**src/rtl/microstep_sequencer.sv**
```systemverilog
// Microcode step sequencer: instruction register plus microstep counter forming the
// microcode ROM address, with an instruction-boundary halt/resume controller and overrun fault.
module microstep_sequencer #(
  parameter int STEP_WIDTH = 4,
  parameter int IR_WIDTH   = 8,
  parameter int MAX_STEP   = 15
) (
  input  logic                           clk,
  input  logic                           rst,
  input  logic                           en,
  input  logic                           step_clr,
  input  logic                           ir_load,
  input  logic [IR_WIDTH-1:0]            ir_in,
  input  logic                           halt_req,
  input  logic                           resume,
  output logic [STEP_WIDTH-1:0]          step,
  output logic [IR_WIDTH-1:0]            ir,
  output logic [IR_WIDTH+STEP_WIDTH-1:0] rom_addr,
  output logic                           fetch,
  output logic                           running,
  output logic                           halted,
  output logic                           overrun,
  output logic                           fault
);

  typedef enum logic [1:0] {
    RUN       = 2'd0,
    HALT_PEND = 2'd1,
    HALTED    = 2'd2
  } state_t;

  localparam logic [STEP_WIDTH-1:0] LAST_STEP = STEP_WIDTH'(MAX_STEP);

  state_t state;
  logic   wrap;
  logic   boundary;

  // Terminate request beats the wrap: a cleared step never counts as an overrun.
  function automatic logic [STEP_WIDTH-1:0] next_step(
    input logic [STEP_WIDTH-1:0] cur,
    input logic                  clr
  );
    if (clr || (cur == LAST_STEP))
      next_step = '0;
    else
      next_step = cur + STEP_WIDTH'(1);
  endfunction

  assign wrap     = (step == LAST_STEP);
  assign boundary = step_clr || wrap;
  assign rom_addr = {ir, step};
  assign fetch    = (step == '0);

  always_ff @(posedge clk) begin
    if (rst) begin
      state   <= RUN;
      step    <= '0;
      ir      <= '0;
      running <= 1'b1;
      halted  <= 1'b0;
      overrun <= 1'b0;
      fault   <= 1'b0;
    end else if (!en) begin
      overrun <= 1'b0;
    end else begin
      overrun <= 1'b0;
      if (state != HALTED) begin
        step <= next_step(step, step_clr);
        if (ir_load)
          ir <= ir_in;
        if (wrap && !step_clr) begin
          overrun <= 1'b1;
          fault   <= 1'b1;
        end
      end
      // Halt only ever lands on an instruction boundary, where step is already heading to 0.
      case (state)
        RUN: begin
          if (halt_req) begin
            running <= 1'b0;
            if (boundary) begin
              state  <= HALTED;
              halted <= 1'b1;
            end else begin
              state  <= HALT_PEND;
            end
          end
        end
        HALT_PEND: begin
          if (boundary) begin
            state  <= HALTED;
            halted <= 1'b1;
          end
        end
        HALTED: begin
          if (resume) begin
            state   <= RUN;
            running <= 1'b1;
            halted  <= 1'b0;
          end
        end
        default: begin
          state   <= RUN;
          running <= 1'b1;
          halted  <= 1'b0;
        end
      endcase
    end
  end

endmodule

```
**config.mk**
```make
export PLATFORM = sky130hd
export DESIGN_NAME = microstep_sequencer
export DESIGN_NICKNAME = d
export VERILOG_FILES = /design/src/rtl/microstep_sequencer.sv
export SDC_FILE = /design/constraint.sdc
export NUM_CORES = 1
export LEC_CHECK = 0
export ABC_CLOCK_PERIOD_IN_PS = 1500
export CORE_ASPECT_RATIO = 0.6
export CORE_MARGIN = 3
export CORE_UTILIZATION = 40
export CTS_CLUSTER_DIAMETER = 200
export DETAILED_ROUTE_END_ITERATION = 7
export PLACE_DENSITY = 0.9
export SLEW_MARGIN = 25
export SYNTH_ARGS = -nofsm -noshare
export SYNTH_HDL_FRONTEND = slang
export SYNTH_SLANG_ARGS = --single-unit
```
**constraint.sdc**
```tcl
create_clock -name clk -period 1.5 [get_ports clk]
set_clock_uncertainty 0.05 [all_clocks]
set_input_delay 0.15 -clock clk [delete_from_list [all_inputs] [get_ports clk]]
set_output_delay 0.15 -clock clk [all_outputs]
set_load 0.02 [all_outputs]
```
==> impl_metrics.csv, run 1 <==
group,metric,value,unit
grt,grt_pass1_vias,864,
cts,cts_made_buffers,3,
timing,report.final.hold_viol_count,0,
setup_path,crit_buf_inv,1,
logic_synthesis,netlist_area,950,um^2
cts,clk_path_buf_depth,2,
logic_synthesis,ys_ff_latch,18,
finish,antenna_cells,0,
logic_synthesis,synth_xor_area_share,0,%
logic_synthesis,yosysUniqueCellTypes,29,
cts,cts_setup_buffers,0,
grt,grt_max_degree,19,
finish,area_growth,48.9,%
place,io_buffers,43,
timing,setup_tns,0,ns
logic_synthesis,seq_area_frac_synth,37.9,%
setup_path,critPathKind,"reg2out",
logic_synthesis,synth.avg_cell_area,8.79,um^2
logic_synthesis,synth_commonest_cells,"dfxtp_1 (18), buf_4 (14), a21oi_1 (13), nand4_1 (13), o31ai_1 (9)",
power_and_ir_drop,ir_drop,0.000533,V
timing,fin_crit,1.43,ns
cts,cts_sinks,18,
logic_synthesis,synth_area_leaders,"dfxtp_1 (38%), buf_4 (11%), nand4_1 (8.6%), o31ai_1 (7.1%), a21oi_1 (6.9%)",
setup_path,end_kind,"output port",
floorplanning,die_h,43.7,um
setup_path,cp_top_family,"buffers and inverters",
grt,grt_overflow,0,
logic_synthesis,ys_async_sr_fraction,0,%
setup_path,cp-start-kind,"flip-flop",
logic_synthesis,muxShareOfSynthArea,2.24,%
route,wl_per_cell,15.5,um
worst_hold_path,hold_class,"reg2reg",
floorplanning,num_io_pins,44,
floorplanning,initial_utilization,46.5,%
logic_synthesis,synth_simple_gate_area_share,18.6,%
logic_synthesis,yosys.area.top_type,"dfxtp_1",
logic_synthesis,synth_top_area_share,37.9,%
logic_synthesis,yosysMostFrequentCell,"dfxtp_1",
cts,htreeDepth,1,
setup_path,crit_required,1.30,ns
timing,slew_violations,0,
floorplanning,coreArea,2040,um^2
timing,maxSlewHeadroom,72.9,%
setup_path,max_stage_delay,0.62,ns
logic_synthesis,synth_compound_area_share,21.7,%
timing,setup_slack,0.0658,ns
cts,clk_latency,0.25,ns
route,drtAntennaViolNets,0,
finish,final_nets,162,
route,routed_via_density,5.72,
setup_path,crit_slowest_cell,"clkdlybuf4s50_1",
place,pre_cts_ws,-0.0320,ns
setup_path,crit_arrival,1.23,ns
power_and_ir_drop,p_leak,0.558,nW
place,placedCellCount,168,
route,drc,0,
outcome,status,"finished, final reports clean",
timing,fmax,697,MHz
cts,clk_pin_slew,0.07,ns
finish,final_cells,172,
logic_synthesis,syn-num-nets,125,
grt,grt_pass1_wl,4060,um
place,globalplace.congestion,0.800,
route,dr_total_vias,983,
grt,grtUsageTotal,18.2,%
setup_path,crit_chain,"clkdlybuf4s50_1",
finish,finish.instance_area,1410,um^2
route,first_iter_violations,49,
logic_synthesis,synth_top_family_by_area,"compound AO/OA/AOI/OAI gates",
finish,fillers,166,
place,hpwlAfterDp,1920,um
timing,setup_viol,0,
floorplanning,row_count,12,
timing,worst_slew_pin_slew,0.406,ns
floorplanning,dieArea,3010,um^2
route,dr.pass1.iters,4,
logic_synthesis,synth_fa_ha_area_share,2.64,%
logic_synthesis,yosys_warnings,0,
logic_synthesis,synthFlopType,"dfxtp_1",
place,placed_area,1350,um^2
route,routed_wl,2660,um
cts,cts-root-buf,"clkbuf_8",
power_and_ir_drop,power-per-cell-area,822,nW/um^2
cts,cts_tree,"done",
timing,rsz0062_at_grt,"no",
floorplanning,die_x,68.9,um
logic_synthesis,synth_edf_count,0,
grt,antenna_found_initial,0,
finish,drive_gt1_share,12.5,%
timing,final.period_utilization,95.6,%
setup_path,worstPathMaxFanout,3,
logic_synthesis,syn_inst,108,
job,cap_viol_max_count,0,
-- through the flow --
stage	power, mW	util, %	hold WS (ns)
finish	1.16	69.2	0.406
global route	1.22	69.2	0.413
detailed placement	0.779	66.3	0.400
global placement	0.771	66.3	0.389
CTS	1.17	68.9	0.409
floorplan	0.667	-	0.169
-- worst paths after layout --
check	startpoint	end	slack, ns	cells past startpoint
worst min-delay path	halted	halted	0.41	2
worst max-delay path	ir[5]	ir[5]	0.07	1
worst max register to register	step[0]	state[1]	0.09	5
worst min register to register	halted	halted	0.41	2
-- sequential cells by signal (all words and copies together) (netlist names) --
name,cells
state,2
fault,1
halted,1
running,1
step,4
ir,8
overrun,1
-- cell usage in the layout (no fill, tap or decap), types with 4 or more instances in the layout --
cell / count
buf_4: 7
inv_1: 7
dfxtp_1: 18
nor2_1: 4
dlygate4sd2_1: 8
clkdlybuf4s50_1: 34
nand4_1: 13
clkbuf_8: 4
o31ai_1: 9
a21oi_1: 13
-- metal layers --
metal	routed length [um]	vias up	GRT usage [%]
li1	-	459	-
met1	1130	468	21.9
met2	1220	54	29.7
met3	299	2	8.03
met4	11	0	4.26
met5	0	-	0
-- report_power, final --
group	internal, mW	switching, mW
Combinational	0.124	0.129
Clock	0.233	0.160
Sequential	0.498	0.0185
Total	0.855	0.307
-- layout make-up --
class	instances	area [um^2]	area share (%)
inverters	7	26.3	1.86
repair buffers	51	488	34.5
well taps	28	35.0	2.48
clock buffers	4	55.1	3.89
flip-flops and latches	18	360	25.5
multi-input cells	64	449	31.8
-- cells by family after synthesis --
kind of cell / Yosys count
AOI/OAI and AO/OA: 32
and+or+nand+nor: 28
buffers and inverters: 26
DFF: 18
muxes: 2
adders and majority gates: 2
-- what timing repair did --
| item | in CTS | in global routing |
|---|---|---|
| endpoints found under the setup margin | 13 | 6 |
| gates resized for setup | 13 | 3 |
| hold buffers | 0 | 0 |
(Power assumes the default switching activity.)
==> run 2: changes to the inputs <==
==> constraint.sdc (replaced) <==
create_clock -name clk -period 1.5 [get_ports clk]
set_clock_uncertainty 0.05 [all_clocks]
set_input_delay 0.15 -clock clk [delete_from_list [all_inputs] [get_ports clk]]
set_output_delay 0.15 -clock clk [all_outputs]
set_load 0.1 [all_outputs]
==> run 2 against run 1 <==
Against the previous run: hold slack improved by 0.015 ns; die area did not move; final cell count down 1.2%; register-to-register slack improved by 0.02 ns; cell area rose by 22%; first-iteration DRC count up 8.2%; maximum frequency barely moved; critical path depth up 3; sequential share of layout area down 3.4 points; non-clock buffer count decreased by 2; combinational power increased by 110%; wire length grew 24%; largest power group unchanged.
==> impl_metrics.csv, run 2 (synthesized netlist as in run 1, its figures left out) <==
group,metric,value,unit
grt,antenna_found_initial,0,
route,drc,0,
timing,slew_violations,0,
grt,grt_pass1_vias,1076,
cts,postCtsHoldBufs,0,
power_and_ir_drop,sw_frac_of_total,37.2,%
timing,fmax,698,MHz
floorplanning,row_count,12,
setup_path,critPathKind,"reg2out",
finish,final_nets,160,
finish,largest_reg_flops,8,
timing,report.final.hold_viol_count,0,
setup_path,cp_top_family,"flip-flops",
place,pre_cts_ws,-0.0705,ns
finish,final_common_cell,"buf_12",
timing,rsz0062_at_grt,"no",
finish,seq_area,380,um^2
power_and_ir_drop,p_sw,0.526,mW
setup_path,reg2reg_from,"state[0]",
cts,cts-root-buf,"clkbuf_8",
route,dr.pass1.iters,4,
setup_path,max_stage_delay,0.39,ns
power_and_ir_drop,p_leak,0.660,nW
place,globalplace.congestion,0.829,
route,dr_total_vias,999,
worst_hold_path,min_path_cells,3,
floorplanning,die_x,68.9,um
timing,final.period_utilization,95.6,%
floorplanning,coreArea,2040,um^2
cts,cts_made_buffers,3,
power_and_ir_drop,ir_drop,0.000723,V
grt,grt_overflow,0,
setup_path,crit_slowest_cell,"dfxtp_4",
timing,setup_slack,0.0664,ns
cts,cts_sinks,18,
timing,setup_viol,0,
route,wl_per_cell,19.5,um
route,routed_via_density,5.88,
floorplanning,initial_utilization,46.5,%
grt,grtUsageTotal,23.9,%
grt,grt_pass1_wl,5340,um
setup_path,reg2reg_depth,3,
setup_path,end_kind,"output port",
cts,clk_latency,0.25,ns
finish,layout_top_registers,"ir (8), step (4), state (2)",
setup_path,r2r_end,"ir[0]",
finish,final_cells,170,
cts,htreeDepth,1,
finish,area_growth,81.6,%
finish,multi_input_area,459,um^2
cts,clk_path_buf_depth,2,
route,drtAntennaViolNets,0,
floorplanning,dieArea,3010,um^2
setup_path,crit_arrival,1.23,ns
setup_path,worst-r2r-setup-slack,0.11,ns
worst_hold_path,hold_end,"ir[0]",
cts,cts_tree,"done",
cts,clk_pin_slew,0.07,ns
timing,fin_crit,1.43,ns
setup_path,crit_buf_inv,2,
job,cap_viol_max_count,0,
finish,fillers,100,
worst_hold_path,holdCritStartpoint,"ir_in[0]",
setup_path,crit_required,1.30,ns
place,io_buffers,43,
place,hpwlAfterDp,2460,um
power_and_ir_drop,combPwrFrac,37.8,%
outcome,status,"finished, final reports clean",
grt,grt_max_degree,19,
power_and_ir_drop,seqPwrFrac,37.8,%
place,placed_area,1670,um^2
route,first_iter_violations,53,
place,placedCellCount,165,
route,routed_wl,3310,um
timing,worst_slew_pin_slew,0.558,ns
finish,regMostFlops,"ir",
setup_path,crit_chain,"inv_2, ha_4, nor3b_4, buf_12",
floorplanning,die_h,43.7,um
floorplanning,num_io_pins,44,
setup_path,worstPathMaxFanout,7,
worst_hold_path,hold_class,"in2reg",
power_and_ir_drop,clkPwrFrac,24.5,%
timing,maxSlewHeadroom,62.7,%
finish,drive_gt1_share,41.5,%
power_and_ir_drop,internal_power,0.886,mW
finish,antenna_cells,0,
finish,layout_common_cells,"buf_12 (30), clkdlybuf4s50_1 (14), a21oi_1 (13), nand4_1 (13), dfxtp_2 (10)",
power_and_ir_drop,power-per-cell-area,819,nW/um^2
setup_path,cp-start-kind,"flip-flop",
timing,whs,0.422,ns
finish,finish.instance_area,1720,um^2
[run 2: cell count changes in the layout (fill, tap and decap cells not counted), moves of 2 or more]
cell,before,now
buf_12,1,30
clkdlybuf4s50_1,34,14
dfxtp_1,18,6
dfxtp_2,0,10
dlygate4sd2_1,8,0
buf_4,7,5
dfxtp_4,0,2
inv_1,7,5
inv_2,0,2
[run 2: worst max path at each step]
stage,from,to,slack [ns],depth (start not counted)
after CTS,step[0],step[1],0.03,4
after detailed placement,en,ir[0],-0.07,4
after floorplan,step[1],fetch,-0.20,3
after global placement,en,ir[7],0.12,4
after global routing,step[1],fetch,0.009,4
final,step[1],fetch,0.07,4
[run 2: metal layers]
| layer | routed length (um) | share of wire [%] | up-vias | global-route usage (%) |
|---|---|---|---|---|
| met1 | 1310 | 39 | 478 | 29.3 |
| met2 | 1670 | 51 | 61 | 41.7 |
| met5 | 0 | 0 | - | 0 |
| met3 | 263 | 8.0 | 6 | 6.48 |
| met4 | 65 | 2.0 | 0 | 5.43 |
| li1 | - | - | 454 | - |
[run 2: through the flow]
stage / TNS, ns / power (mW) / utilization [%]
global placement: 0 / 1.05 / 81.6
detailed placement: -0.0959 / 1.07 / 81.6
finish: 0 / 1.41 / 84.4
global route: 0 / 1.45 / 84.4
CTS: 0 / 1.40 / 83.8
floorplan: -0.197 / 0.866 / -
[run 2: power groups by stage]
stage	logic, mW	clock network (mW)	registers [mW]
2_1_floorplan	0.216	0	0.650
3_3_place_gp	0.509	0	0.543
3_5_place_dp	0.525	0	0.546
4_1_cts	0.526	0.342	0.535
5_1_grt	0.550	0.369	0.536
6_report	0.533	0.345	0.533
[run 2: area by class of cell]
type | instances | area share, %
Tap cell | 28 | 2.03
Inverter | 7 | 1.52
Timing Repair Buffer | 49 | 45.1
Clock buffer | 4 | 2.61
Multi-Input combinational cell | 64 | 26.6
Sequential cell | 18 | 22.1
[run 2: worst min-delay path: cells and delay by family]
kind / cells / cell delay [ns]
buffers and inverters: 1 / 0.40
and+or+nand+nor: 1 / 0.07
AOI/OAI and AO/OA: 1 / 0.07
[run 2: timing repair]
item,4_1_cts,5_1_grt
endpoints found under the setup margin,0,5
setup buffers,0,1
resized for setup,0,1
==> run 3: changes to the inputs <==
==> constraint.sdc (replaced) <==
create_clock -name clk -period 1.5 [get_ports clk]
set_clock_uncertainty 0.05 [all_clocks]
set_input_delay 0.15 -clock clk [delete_from_list [all_inputs] [get_ports clk]]
set_output_delay 0.15 -clock clk [all_outputs]
set_load 0.05 [all_outputs]
==> run 3 against run 2 <==
Against the previous run: maximum frequency shrank 1.7%; critical path depth up 1; flip-flop and latch count did not move; sequential share of layout area up 3.3 points; final cell count is 1.8% higher; utilization down 14 points; combinational power decreased by 37%; clock-buffer cell count shrank 1; register-to-register slack worse by 0.05 ns; via count decreased by 1.0%; setup slack worse by 0.025 ns; die area is the same; critical endpoint unchanged.
==> impl_metrics.csv, run 3 (synthesized netlist as in run 1, its figures left out) <==
group,metric,value,unit
outcome,status,"finished, final reports clean",
finish,seq_area,363,um^2
finish,post-route-util,70.0,%
cts,clk_pin_slew,0.07,ns
route,dr_total_vias,989,
setup_path,crit_slowest_cell,"dfxtp_2",
timing,setup_tns,0,ns
finish,multi_input_area,453,um^2
worst_hold_path,hold_class,"reg2reg",
place,placedCellCount,168,
place,hpwlAfterDp,2040,um
finish,largest_reg_flops,8,
grt,grt_pass1_vias,858,
power_and_ir_drop,p_total,1.20,mW
cts,htreeDepth,1,
cts,clk_path_buf_depth,2,
cts,cts_made_buffers,3,
cts,clk_latency,0.26,ns
finish,layout_common_cells,"buf_4 (32), dfxtp_1 (16), clkdlybuf4s50_1 (14)",
finish,final_common_cell,"buf_4",
grt,grt_max_degree,19,
setup_path,end_kind,"output port",
setup_path,crit_required,1.30,ns
timing,maxSlewHeadroom,69.5,%
grt,grtUsageTotal,19.6,%
timing,worst_slew_pin_slew,0.456,ns
grt,grt_pass1_wl,4260,um
timing,fmax,685,MHz
route,drc,0,
finish,final_nets,164,
grt,antenna_found_initial,0,
timing,report.final.hold_viol_count,0,
floorplanning,row_count,12,
finish,regMostFlops,"ir",
finish,antenna_cells,0,
job,cap_viol_max_count,0,
cts,cts_sinks,18,
floorplanning,num_io_pins,44,
power_and_ir_drop,ir_drop,0.000474,V
timing,whs,0.399,ns
timing,setup_viol,0,
power_and_ir_drop,p_leak,0.602,nW
setup_path,crit_chain,"buf_6, inv_2, ha_4, nor3b_4, buf_12",
route,dr.pass1.iters,4,
finish,finish.instance_area,1430,um^2
floorplanning,die_h,43.7,um
grt,grt_overflow,0,
floorplanning,die_x,68.9,um
setup_path,critPathKind,"reg2out",
route,routed_via_density,5.72,
setup_path,worstPathMaxFanout,3,
setup_path,cp-start-kind,"flip-flop",
floorplanning,dieArea,3010,um^2
cts,cts_tree,"done",
timing,rsz0062_at_grt,"no",
timing,fin_crit,1.46,ns
route,routed_wl,2820,um
finish,fillers,161,
finish,final_cells,173,
setup_path,max_stage_delay,0.33,ns
finish,drive_gt1_share,35.2,%
finish,layout_top_registers,"ir (8), step (4), state (2)",
place,io_buffers,43,
timing,slew_violations,0,
setup_path,crit_arrival,1.26,ns
route,first_iter_violations,63,
timing,setup_slack,0.0409,ns
cts,cts-root-buf,"clkbuf_8",
timing,final.period_utilization,97.3,%
cts,postCtsHoldBufs,0,
place,placed_area,1360,um^2
route,drtAntennaViolNets,0,
place,globalplace.congestion,0.801,
floorplanning,coreArea,2040,um^2
place,pre_cts_ws,-0.0325,ns
finish,area_growth,50.6,%
route,wl_per_cell,16.3,um
power_and_ir_drop,power-per-cell-area,837,nW/um^2
floorplanning,initial_utilization,46.5,%
==> run 3: cell types whose count changed in the layout (fill, tap and decap cells not counted), moves of 2 or more <==
cell | previous run | this run
buf_12 | 30 | 6
dfxtp_2 | 10 | 2
dfxtp_1 | 6 | 16
buf_4 | 5 | 32
dfxtp_4 | 2 | 0
==> run 3: final cells by class <==
cell class | count | share of cell area (%)
well taps | 28 | 2.45
clock buffers | 3 | 2.89
multi-input cells | 64 | 31.7
flip-flops and latches | 18 | 25.4
repair buffers | 53 | 35.8
inverters | 7 | 1.84
==> run 3: report_power, final <==
| part | switching (mW) | internal (mW) | leakage (nW) | total (mW) |
|---|---|---|---|---|
| sequential | 0.0201 | 0.499 | 0.148 | 0.519 |
| combinational | 0.205 | 0.130 | 0.433 | 0.336 |
| clock | 0.163 | 0.179 | 0.0216 | 0.342 |
==> run 3: critical path: cells and delay by family (launching register included) <==
kind / cells / cell delay, ns
adder cells (fa/ha/maj): 1 / 0.12
buffers and inverters: 3 / 0.35
flip-flops: 1 / 0.33
AND/OR/NAND/NOR: 1 / 0.21
==> run 3: final timing paths <==
kind                 from  slack [ns]  endpoint  cells after the start
setup / recovery  step[0]        0.04     fetch                      5
hold / removal     halted        0.40    halted                      2
hold reg to reg    halted        0.40    halted                      2
setup reg to reg  step[1]        0.06   step[1]                      4
==> run 3: per-layer routing <==
metal / vias to the layer above / global-route usage (%) / wire [um]
met4: 0 / 8.14 / 61
met1: 457 / 25.3 / 1120
met3: 9 / 5.70 / 250
met5: - / 0 / 0
li1: 463 / - / -
met2: 60 / 30.5 / 1390
==> run 3: what timing repair did <==
item                       4_1_cts  5_1_grt
pin swaps                        0        1
gates resized for setup          1        3
setup buffers                    0        2
setup endpoints to repair        1        1
